**config.mk**
```make
export PLATFORM = sky130hd
export DESIGN_NAME = fetch_stage
export DESIGN_NICKNAME = d
export VERILOG_FILES = /design/src/rtl/fetch_stage.sv
export SDC_FILE = /design/constraint.sdc
export NUM_CORES = 1
export LEC_CHECK = 0
export ABC_AREA = 1
export CORE_MARGIN = 2
export CORE_UTILIZATION = 49
export DETAILED_ROUTE_END_ITERATION = 10
export PLACE_DENSITY = 0.85
export REMOVE_ABC_BUFFERS = 1
export SYNTH_ARGS = -nofsm -noshare
export SYNTH_HDL_FRONTEND = slang
export SYNTH_SLANG_ARGS = --single-unit
```
**constraint.sdc**
```tcl
create_clock -name clk -period 5.8 [get_ports clk]
set_clock_uncertainty 0.1 [all_clocks]
set_input_delay 0.58 -clock clk [delete_from_list [all_inputs] [get_ports clk]]
set_output_delay 0.58 -clock clk [all_outputs]
set_load 0.01 [all_outputs]
```
**src/rtl/fetch_stage.sv**
```systemverilog
// Instruction fetch: owns the PC, reads the combinational instruction memory and queues {pc, word} for decode.
// Optional FETCH_MISALIGN_EN: a misaligned redirect traps into a sticky error state instead of being truncated.
module fetch_stage #(
    parameter logic [31:0] RESET_PC   = 32'h0,
    parameter int          FIFO_DEPTH = 2,
    parameter int          IMEM_BYTES = 400
) (
    input  logic        clk,
    input  logic        rst_n,
    output logic [31:0] imem_addr,
    input  logic [31:0] imem_data,
    input  logic        redirect_valid,
    input  logic [31:0] redirect_pc,
    output logic        out_valid,
    input  logic        out_ready,
    output logic [31:0] out_ins,
    output logic [31:0] out_pc,
    output logic        halted,
    output logic        fetch_err
);

    localparam int PTR_W = $clog2(FIFO_DEPTH);
    localparam int CNT_W = $clog2(FIFO_DEPTH) + 1;

    typedef enum logic [1:0] {
        S_FETCH = 2'd0,
        S_HALT  = 2'd1,
        S_ERR   = 2'd2
    } state_t;

    state_t            state;
    state_t            state_nxt;
    logic [31:0]       pc;
    logic [31:0]       pc_mem  [FIFO_DEPTH];
    logic [31:0]       ins_mem [FIFO_DEPTH];
    logic [PTR_W-1:0]  rd_ptr;
    logic [PTR_W-1:0]  wr_ptr;
    logic [CNT_W-1:0]  count;
    logic              in_range;
    logic              redir_take;
    logic              redir_bad;
    logic              fifo_full;
    logic              pop;
    logic              push;

    assign imem_addr = pc;

    // 33-bit compare so a PC near 2^32 cannot wrap back into range
    assign in_range   = ({1'b0, pc} + 33'd3) < 33'(IMEM_BYTES);
    assign redir_take = redirect_valid && (state != S_ERR);

`ifdef FETCH_MISALIGN_EN
    assign redir_bad = redir_take && (redirect_pc[1:0] != 2'b00);
`else
    assign redir_bad = 1'b0;
`endif

    assign fifo_full = (count == CNT_W'(FIFO_DEPTH));
    assign out_valid = (count != '0);
    // A head presented during a redirect is flushed, not consumed
    assign pop       = out_valid && out_ready && !redir_take;
    assign push      = (state == S_FETCH) && !redirect_valid && in_range && (!fifo_full || pop);

    assign out_ins = out_valid ? ins_mem[rd_ptr] : 32'h0;
    assign out_pc  = out_valid ? pc_mem[rd_ptr]  : 32'h0;

    always_ff @(posedge clk or negedge rst_n) begin
        if (!rst_n) begin
            state <= S_FETCH;
        end else begin
            state <= state_nxt;
        end
    end

    always_comb begin
        state_nxt = state;
        case (state)
            S_FETCH: begin
                if (redir_take) begin
                    state_nxt = redir_bad ? S_ERR : S_FETCH;
                end else if (!in_range) begin
                    state_nxt = S_HALT;
                end
            end
            S_HALT: begin
                if (redir_take) begin
                    state_nxt = redir_bad ? S_ERR : S_FETCH;
                end
            end
            S_ERR:   state_nxt = S_ERR;
            default: state_nxt = S_FETCH;
        endcase
    end

    always_comb begin
        halted = (state == S_HALT);
`ifdef FETCH_MISALIGN_EN
        fetch_err = (state == S_ERR);
`else
        fetch_err = 1'b0;
`endif
    end

    always_ff @(posedge clk or negedge rst_n) begin
        if (!rst_n) begin
            pc <= RESET_PC;
        end else if (redir_take) begin
            if (!redir_bad) begin
                pc <= redirect_pc & 32'hFFFF_FFFC;
            end
        end else if (push) begin
            pc <= pc + 32'd4;
        end
    end

    always_ff @(posedge clk or negedge rst_n) begin
        if (!rst_n) begin
            rd_ptr <= '0;
            wr_ptr <= '0;
            count  <= '0;
        end else if (redir_take) begin
            rd_ptr <= '0;
            wr_ptr <= '0;
            count  <= '0;
        end else begin
            if (push) begin
                wr_ptr <= wr_ptr + 1'b1;
            end
            if (pop) begin
                rd_ptr <= rd_ptr + 1'b1;
            end
            case ({push, pop})
                2'b10:   count <= count + 1'b1;
                2'b01:   count <= count - 1'b1;
                default: count <= count;
            endcase
        end
    end

    // Payload storage carries no reset; occupancy is tracked by count alone
    always_ff @(posedge clk) begin
        if (push) begin
            pc_mem[wr_ptr]  <= pc;
            ins_mem[wr_ptr] <= imem_data;
        end
    end

endmodule

```
After elaboration in Yosys (flattened, before gate mapping)
Memory sizes are Yosys's and may differ from the RTL's.
Cells that the tools add are included.
{"block": "classes", "n_addsub": 6, "mul": 0, "div": 0, "order_cmp": 1, "n_eq_ne": 8, "n_shift": 0, "mux": 16, "n_bitwise": 0, "n_reduce_logical": 16}
{"cell": "32-bit two-way mux", "n": 4}
{"cell": "32-bit by 2-bit adder with 33-bit output, second input constant", "n": 1}
{"cell": "33-bit by 9-bit less-than comparator with 1-bit output, second input constant", "n": 1}
{"cell": "32-bit by 3-bit adder with 32-bit output, second input constant", "n": 1}
{"cell": "2-bit two-way mux", "n": 4}
{"cell": "2-bit equality test, second input constant", "n": 3}
{"cell": "1-bit logical AND", "n": 6}
{"cell": "1-bit two-way mux", "n": 6}
{"cell": "2-bit one-hot mux with 3 select lines", "n": 1}
{"cell": "2-bit nonzero test", "n": 3}
{"cell": "2-bit by 1-bit equality test with 1-bit output, second input constant", "n": 2}
{"cell": "2-bit one-hot mux with 2 select lines", "n": 1}
{"cell": "1-bit zero test", "n": 3}
{"cell": "3-bit inequality test, second input constant", "n": 1}
{"cell": "3-bit nonzero test", "n": 1}
{"cell": "1-bit adder, second input constant", "n": 2}
{"cell": "2-bit by 1-bit adder with 2-bit output, second input constant", "n": 1}
{"cell": "2-bit zero test", "n": 1}
{"cell": "2-bit by 1-bit inequality test with 1-bit output, second input constant", "n": 1}
{"cell": "2-bit inequality test, second input constant", "n": 1}
{"cell": "2-bit AND reduction", "n": 1}
{"cell": "2-bit by 1-bit subtractor with 2-bit output, second input constant", "n": 1}
{"cell": "1-bit logical OR", "n": 1}
{"block": "totals", "register_bits": 38, "latch_bits": 0, "ramBits": 128, "rom_bits": 0, "input_bits": 68, "out_inout_bits": 99, "wordCells": 54, "memories": 2}
{"memory": "ins_mem", "depth": 2, "word_bits": 32, "rd": 1, "rd_ports_with_merged_regs": 0, "write_ports": 1, "line": "35", "rtl": "logic [31:0] ins_mem [FIFO_DEPTH];"}
{"memory": "pc_mem", "depth": 2, "word_bits": 32, "rd": 1, "rd_ports_with_merged_regs": 0, "write_ports": 1, "line": "34", "rtl": "logic [31:0] pc_mem [FIFO_DEPTH];"}

Longest topological paths before layout
Gate-level depths: netlist of run 1.
{"block": "depth", "word_depth": 9, "ltp_mapped": 10, "mapped_depth_nobuf": 10}

Worst setup path after synthesis of run 1
No wires, ideal clock.
{"block": "synth_timing", "path_kind": "input to register", "startpoint": "input port redirect_valid", "endpoint": "memory ins_mem[1][0], enable pin", "setup_ns": 0.482, "t_arrival_ns": 4.037, "required_ns": 5.218, "setup_slack_ns": 1.181, "path_stages": 7, "path_buffers": 1, "cell_sequence": "or2_4 -> nor2_4 -> nand3_4 -> nor2_4 -> o21ai_4 -> buf_2 -> nor2_1"}
{"block": "synth_between", "elab_chain_cells": 7, "elab_cells_between_ends": 10, "classes_between": "mux (2); reduce/logical (8)"}
{"item": "start: declaration", "line": "12", "rtl": "input logic redirect_valid,"}
{"item": "1-bit logical AND", "line": "50", "rtl": "assign redir_take = redirect_valid && (state != S_ERR);"}
{"item": "1-bit zero test", "line": "61", "rtl": "assign pop = out_valid && out_ready && !redir_take;"}
{"item": "1-bit logical AND", "line": "61"}
{"item": "1-bit logical OR", "line": "62", "rtl": "assign push = (state == S_FETCH) && !redirect_valid && in_range && (!fifo_full || pop);"}
{"item": "1-bit logical AND *", "line": "62"}
{"item": "1-bit two-way mux *", "line": "142", "rtl": "if (push) begin"}
{"item": "1-bit two-way mux (implied by the code) *", "line": "144", "rtl": "ins_mem[wr_ptr] <= imem_data;"}
{"item": "end: declaration", "line": "35"}
Mark *: on every way between the ends. The rest lies on a longest branch, timed or not.

Worst setup path after layout of run 1
{"block": "layout_timing", "startpoint": "input port redirect_valid", "endpoint": "memory pc_mem[1][27], enable pin"}
{"block": "layout_between", "elab_chain_cells": 7, "elab_cells_between_ends": 10, "classes_between": "mux (2); reduce/logical (8)"}
{"item": "1-bit logical AND", "line": "50"}
{"item": "1-bit zero test", "line": "61"}
{"item": "1-bit logical AND", "line": "61"}
{"item": "1-bit logical OR", "line": "62"}
{"item": "1-bit logical AND *", "line": "62"}
{"item": "1-bit two-way mux *", "line": "142"}
{"item": "1-bit two-way mux (implied by the code) *", "line": "143", "rtl": "pc_mem[wr_ptr] <= pc;"}
{"item": "end: declaration", "line": "34"}
Marks and branches as above.

==> flow_summary_export.csv, run 1 <==
group,metric,value,unit
cells_and_area,antenna-diode-count,0,
cells_and_area,drive_gt1_frac,0.0786,
critical_path,cp_cell_sequence,"clkdlybuf4s50_1 > nand2_2 > nand2_1 > inv_2 > o21ai_4 > nor2_4 > buf_4",
critical_path,path_delay_family,"simple AND/OR/NAND/NOR gates",
timing,rsz0062_at_grt,"no",
timing,fin_crit_sh,0.576,
timing,slew_headroom,0.253,
critical_path,crit_buf_inv,3,
cts,root_buffer,"clkbuf_16",
floorplanning,io_pins,167,
detailed_routing,wirelength,14700,µm
detailed_routing,ant_nets,0,
cts,cts_buffer_depth,2,
critical_path,arrival,3.28,ns
grt,antenna_found_initial,0,
cts,cts_resized,0,
critical_path,worstRegToRegCells,8,
yosys,syn_inst,558,
grt,gr-usage-met3,0.0362,
yosys,synth_area_leaders,"edfxtp_1 (58%), dfrtp_1 (14%), nand2_1 (11%), a21oi_1 (4.8%), inv_1 (1.6%)",
floorplanning,die_y,119,µm
detailed_routing,drc,0,
floorplanning,initial_utilization,0.507,
pwr,peakVddDrop,178,µV
yosys,synth_edf_count,124,
cts,cts_buffers,17,
placed_design,dp_hpwl,9320,µm
yosys,synthArstFlopShare,0.225,
cells_and_area,postLayoutCellArea,0.00872,mm²
critical_path,critPathSlowestCell,"nand2_2",
yosys,syn_avg_cell_area,11.6,µm²
yosys,synth_mux_area_frac,0.0155,
yosys,synth_area,0.00645,mm²
detailed_routing,via_count,4606,
cts,cts_tree,"built",
yosys,ys_seq_area_frac,0.717,
yosys,synth-simple-area-share,0.151,
detailed_routing,first_iter_violations,404,
cts,cts_hold_buf,0,
critical_path,start_kind,"input port",
yosys,ys_ff_latch,160,
floorplanning,rows,41,
cells_and_area,layout_commonest_cell,"nand2_1",
yosys,synth-main-ff-cell,"edfxtp_1",
cells_and_area,num-nets-final,782,
detailed_routing,wire_per_inst,16.3,µm
pwr,leakage,0.00333,µW
status,outcome,"finished clean",
grt,use_met2,0.374,
timing,setup_viol,0,
cells_and_area,stdcell_count,897,
floorplanning,dieArea,0.0141,mm²
critical_path,required,5.75,ns
yosys,yosysWarnings,0,
grt,grt_usage,0.211,
grt,grt_pass1_wl,23100,µm
cts,cts.clk_slew.worst_paths,0.07,ns
grt,grt_pass1_vias,4724,
cts,clkLatencyLatePin,0.41,ns
timing,slew_violations,0,
yosys,synth_compound_area_frac,0.0677,
detailed_routing,vias_per_cell,5.13,
timing,setup_tns,0,ns
pwr,powerDensity,335,mW/mm²
pwr,report.power.total,2920,µW
cts,htreeDepth,4,
timing,fin_crit,3.34,ns
critical_path,max_stage_delay,0.64,ns
critical_path,crit_fanout,46,
critical_path,cp-end-kind,"flip-flop",
cts,cts_setup_buffers,0,
placed_design,gp_congestion,0.763,
flow_run,cap_violations,0,
hold_path,min_path_type,"in -> async",
critical_path,criticalPathCategory,"in -> reg",
placed_design,placed_cell_area,0.00818,mm²
placed_design,dp_cells,866,
floorplanning,fp.dieW,119,µm
cells_and_area,area_growth,35.1,%
grt,gr-usage-met1,0.258,
timing,worst_slew_pin_slew,1.12,ns
yosys,netlist.area_leader.share,0.577,
critical_path,worst-path-stages,7,
floorplanning,fp.coreArea,0.0127,mm²
yosys,synthDistinctLibCells,35,
detailed_routing,dr.pass1.iters,5,
cells_and_area,final_cell_mix,"nand2_1 (183), clkdlybuf4s50_1 (158), edfxtp_1 (124), a21oi_1 (62), dfrtp_1 (35)",
grt,busiest_layer,"met2",
grt,grt_max_degree,65,
timing,finalHoldViolations,0,
yosys,synth_top_family_by_area,"simple AND/OR/NAND/NOR gates",
cts,clock-sinks,160,
yosys,synthAdderAreaFrac,0.00194,
yosys,synth_xor_area_frac,0.00407,
cells_and_area,finalCoreUtilization,0.685,
yosys,synth_top_area_cell,"edfxtp_1",
timing,clock.fmax,300,MHz
placed_design,io_buffers,159,
grt,overflow,0,
cells in the mapped netlist (2+ instances only):
| cell type | count |
|---|---|
| edfxtp_1 | 124 |
| xnor2_1 | 2 |
| inv_2 | 4 |
| nand3_1 | 17 |
| buf_4 | 5 |
| buf_1 | 2 |
| clkbuf_1 | 20 |
| nor2_1 | 23 |
| nor3_1 | 3 |
| o21ai_1 | 8 |
| nand4_1 | 3 |
| o21ai_0 | 5 |
| a21oi_1 | 62 |
| nand2_2 | 2 |
| nor2_4 | 2 |
| nand2_1 | 183 |
| dfrtp_1 | 36 |
| inv_1 | 28 |
| mux2i_1 | 10 |
| buf_2 | 4 |
routing by layer:
metal / part of all wire / wire (µm) / vias to the layer above
li1: - / - / 2188
met4: 0.015 / 221 / 0
met5: 0 / 0 / -
met2: 0.52 / 7610 / 194
met3: 0.056 / 828 / 20
met1: 0.41 / 6000 / 2204
final timing paths:
kind,from,endpoint,slack [ns]
setup / recovery,redirect_valid,pc_mem[1][27],2.46
max in group asynchronous,rst_n,rd_ptr,4.77
min in group clk,imem_addr[29],pc_mem[1][29],0.41
hold reg to reg,imem_addr[29],pc_mem[1][29],0.41
hold / removal,rst_n,imem_addr[26],0.19
setup reg to reg,state[0],pc_mem[1][27],2.53
logic make-up (layout without fill, tap and decap cells):
kind of cell / count (synthesis) / count (layout)
simple gates: 238 / 238
flops: 160 / 160
compound gates: 81 / 81
buf+inv: 64 / 227
mux: 10 / 10
xor+xnor: 3 / 3
fa+ha+maj: 1 / 1
other cells: 1 / 5
report_power, final:
group | total (µW) | switching, µW | leakage [µW] | internal (µW)
logic | 606 | 311 | 0.00152 | 295
clock network | 1000 | 453 | 0.000251 | 550
registers | 1310 | 38.0 | 0.00155 | 1270
metrics by stage:
| stage | hold slack [ns] | setup WS (ns) |
|---|---|---|
| final | 0.194 | 2.46 |
| after detailed placement | 0.397 | 2.00 |
| after global placement | 0.397 | 2.10 |
| after CTS | 0.200 | 2.46 |
| after global routing | 0.253 | 2.29 |
| after floorplan | 0.184 | 1.08 |
worst reg2reg max path, delay by kind of cell (launching register included):
kind,cells,cell delay [ns]
DFF,1,0.41
AOI/OAI and AO/OA,1,0.16
buffers and inverters,3,0.82
and+or+nand+nor,4,1.39
flip-flops by register name (all words and copies together) (netlist names):
register and count:
rd_ptr 1, imem_addr 30, ins_mem 64, pc_mem 60, wr_ptr 1, state 2, count 2
cell type report:
class / instances / area (µm²)
clock inverters: 14 / 111
repair buffers: 164 / 1620
inverters: 32 / 120
fillers: 936 / 4010
multi-input cells: 338 / 1590
flip-flops and latches: 160 / 4630
clock buffers: 17 / 425
well taps: 172 / 215
Power figures use the tool's default switching activity.
==> run 2: changes to the inputs <==
==> constraint.sdc (replaced) <==
create_clock -name clk -period 3.37 [get_ports clk]
set_clock_uncertainty 0.1 [all_clocks]
set_input_delay 0.337 -clock clk [delete_from_list [all_inputs] [get_ports clk]]
set_output_delay 0.337 -clock clk [all_outputs]
set_load 0.01 [all_outputs]
==> run 2 against run 1 <==
Core utilization is 1.0 points higher; non-clock buffer count is 8 higher; power increased by 79%; final cell count is 1.0% higher; register-to-register slack got worse by 1.4 ns; global-route usage increased by 1.1 points; critical path depth decreased by 2; die area unchanged; largest power group unchanged.
==> flow_summary_export.csv, run 2 (synthesis gave the netlist of run 1 again) <==
group,metric,value,unit
detailed_routing,ant_nets,0,
grt,gr-usage-met1,0.264,
cells_and_area,drive_gt1_frac,0.0831,
placed_design,io_buffers,159,
grt,antenna_found_initial,0,
flow_run,cap_violations,0,
placed_design,dp_cells,873,
cts,htreeDepth,4,
critical_path,crit_start,"rd_ptr",
cells_and_area,largest_reg_flops,64,
critical_path,start_kind,"flip-flop",
pwr,report.power.total,5220,µW
critical_path,required,2.93,ns
critical_path,cp-end-kind,"output pin",
timing,setup_viol,0,
critical_path,r2r_end,"pc_mem[1][28]",
pwr,leakage,0.00339,µW
detailed_routing,drc,0,
detailed_routing,first_iter_violations,374,
pwr,peakVddDrop,252,µV
detailed_routing,via_count,4713,
timing,finalHoldViolations,0,
timing,slew_violations,0,
status,outcome,"finished clean",
grt,grt_max_degree,64,
hold_path,whs_path_depth,3,
cts,root_buffer,"clkbuf_16",
cells_and_area,top_register,"ins_mem",
floorplanning,dieArea,0.0141,mm²
cells_and_area,stdcell_count,906,
pwr,powerDensity,590,mW/mm²
timing,fin_crit_sh,0.850,
cells_and_area,num-nets-final,790,
timing,whs,0.362,ns
floorplanning,fp.coreArea,0.0127,mm²
critical_path,r2r_slack,1.08,ns
grt,busiest_layer,"met2",
floorplanning,io_pins,167,
cells_and_area,layout_commonest_cell,"nand2_1",
detailed_routing,dr.pass1.iters,6,
cts,clkLatencyLatePin,0.41,ns
floorplanning,die_y,119,µm
critical_path,worstRegToRegCells,9,
grt,use_met2,0.393,
cells_and_area,final_cell_mix,"nand2_1 (183), clkdlybuf4s50_1 (158), edfxtp_1 (124), a21oi_1 (62), dfrtp_1 (35)",
floorplanning,fp.dieW,119,µm
cts,cts_resized,0,
cells_and_area,area_growth,37.1,%
grt,grt_pass1_vias,4876,
critical_path,criticalPathCategory,"reg -> out",
critical_path,crit_fanout,31,
floorplanning,rows,41,
grt,gr-usage-met3,0.0550,
grt,overflow,0,
floorplanning,initial_utilization,0.507,
critical_path,cp-endpoint,"out_pc[30]",
placed_design,gp_congestion,0.768,
hold_path,min_path_type,"in -> reg",
cts,cts.clk_slew.worst_paths,0.06,ns
critical_path,r2r-start,"imem_addr[20]",
timing,slew_headroom,0.392,
cts,cts_buffers,17,
detailed_routing,wirelength,15300,µm
cells_and_area,antenna-diode-count,0,
cts,cts_setup_buffers,0,
critical_path,arrival,2.43,ns
placed_design,dp_hpwl,9730,µm
timing,fin_crit,2.86,ns
detailed_routing,vias_per_cell,5.20,
cells_and_area,finalCoreUtilization,0.695,
cts,clock-sinks,160,
timing,worst_slew_pin_slew,0.912,ns
cts,cts_tree,"built",
detailed_routing,wire_per_inst,16.9,µm
timing,rsz0062_at_grt,"no",
cts,cts_buffer_depth,2,
timing,clock.fmax,349,MHz
cts,cts_hold_buf,1,
grt,grt_usage,0.222,
grt,grt_pass1_wl,24300,µm
==> run 2: cell count changes in the layout (fill, tap and decap cells not counted), sizes merged <==
cell	delta
clkbuf	+5
inv	-3
clkinv	-3
dlygate4sd3	+1
buf	+7
bufinv	+3
clkinvlp	-1
==> run 2: metrics by stage <==
step | setup WS, ns | TNS [ns] | area [µm²]
floorplan | -1.35 | -169.36 | 6320
global placement | 0.829 | 0 | 8240
detailed placement | 0.773 | 0 | 8240
CTS | 0.478 | 0 | 8850
global route | 0.382 | 0 | 8850
finish | 0.505 | 0 | 8850
==> run 2: layout make-up <==
cell class / count / area, µm²
Sequential cell: 160 / 4630
Clock inverter: 10 / 139
Inverter: 32 / 120
Clock buffer: 22 / 454
Tap cell: 172 / 215
Timing Repair Buffer: 172 / 1700
Multi-Input combinational cell: 338 / 1590
Fill cell: 917 / 3870
==> run 2: critical path, cell delays in order, from the launching register on <==
cell and delay (ns):
dfrtp_2 0.40, inv_2 0.43, buf_4 0.30, nand2_1 0.07, a21oi_1 0.21, clkdlybuf4s50_1 0.59
==> run 2: worst min path at each step <==
stage / slack (ns) / endpoint / start
after floorplan: -0.06 / count[0] / rst_n
after detailed placement: 0.40 / pc_mem[0][29] / imem_addr[29]
after global routing: 0.37 / imem_addr[24] / redirect_pc[24]
after global placement: 0.39 / imem_addr[23] / rst_n
after CTS: 0.36 / imem_addr[24] / redirect_pc[24]
final: 0.36 / imem_addr[24] / redirect_pc[24]
==> run 2: metal layers <==
metal / share of wire / vias up
li1: - / 2211
met1: 0.40 / 2299
met2: 0.52 / 179
met3: 0.061 / 24
met4: 0.018 / 0
met5: 0 / -
==> run 2: power breakdown <==
| group | switching, µW | leakage, µW | internal [µW] | total [µW] |
|---|---|---|---|---|
| Sequential | 66.2 | 0.00155 | 2190 | 2250 |
| Combinational | 547 | 0.00156 | 519 | 1070 |
| Clock | 720 | 0.000278 | 1180 | 1900 |
==> run 3: changes to the inputs <==
--- a/config.mk
+++ b/config.mk
@@ -6,6 +6,7 @@
 export NUM_CORES = 1
 export LEC_CHECK = 0
 export ABC_AREA = 1
+export CAP_MARGIN = 20
 export CORE_MARGIN = 2
 export CORE_UTILIZATION = 49
 export DETAILED_ROUTE_END_ITERATION = 10
==> results of run 3 <==
No change in the layout: final DEF, timing and power equal those of run 2.
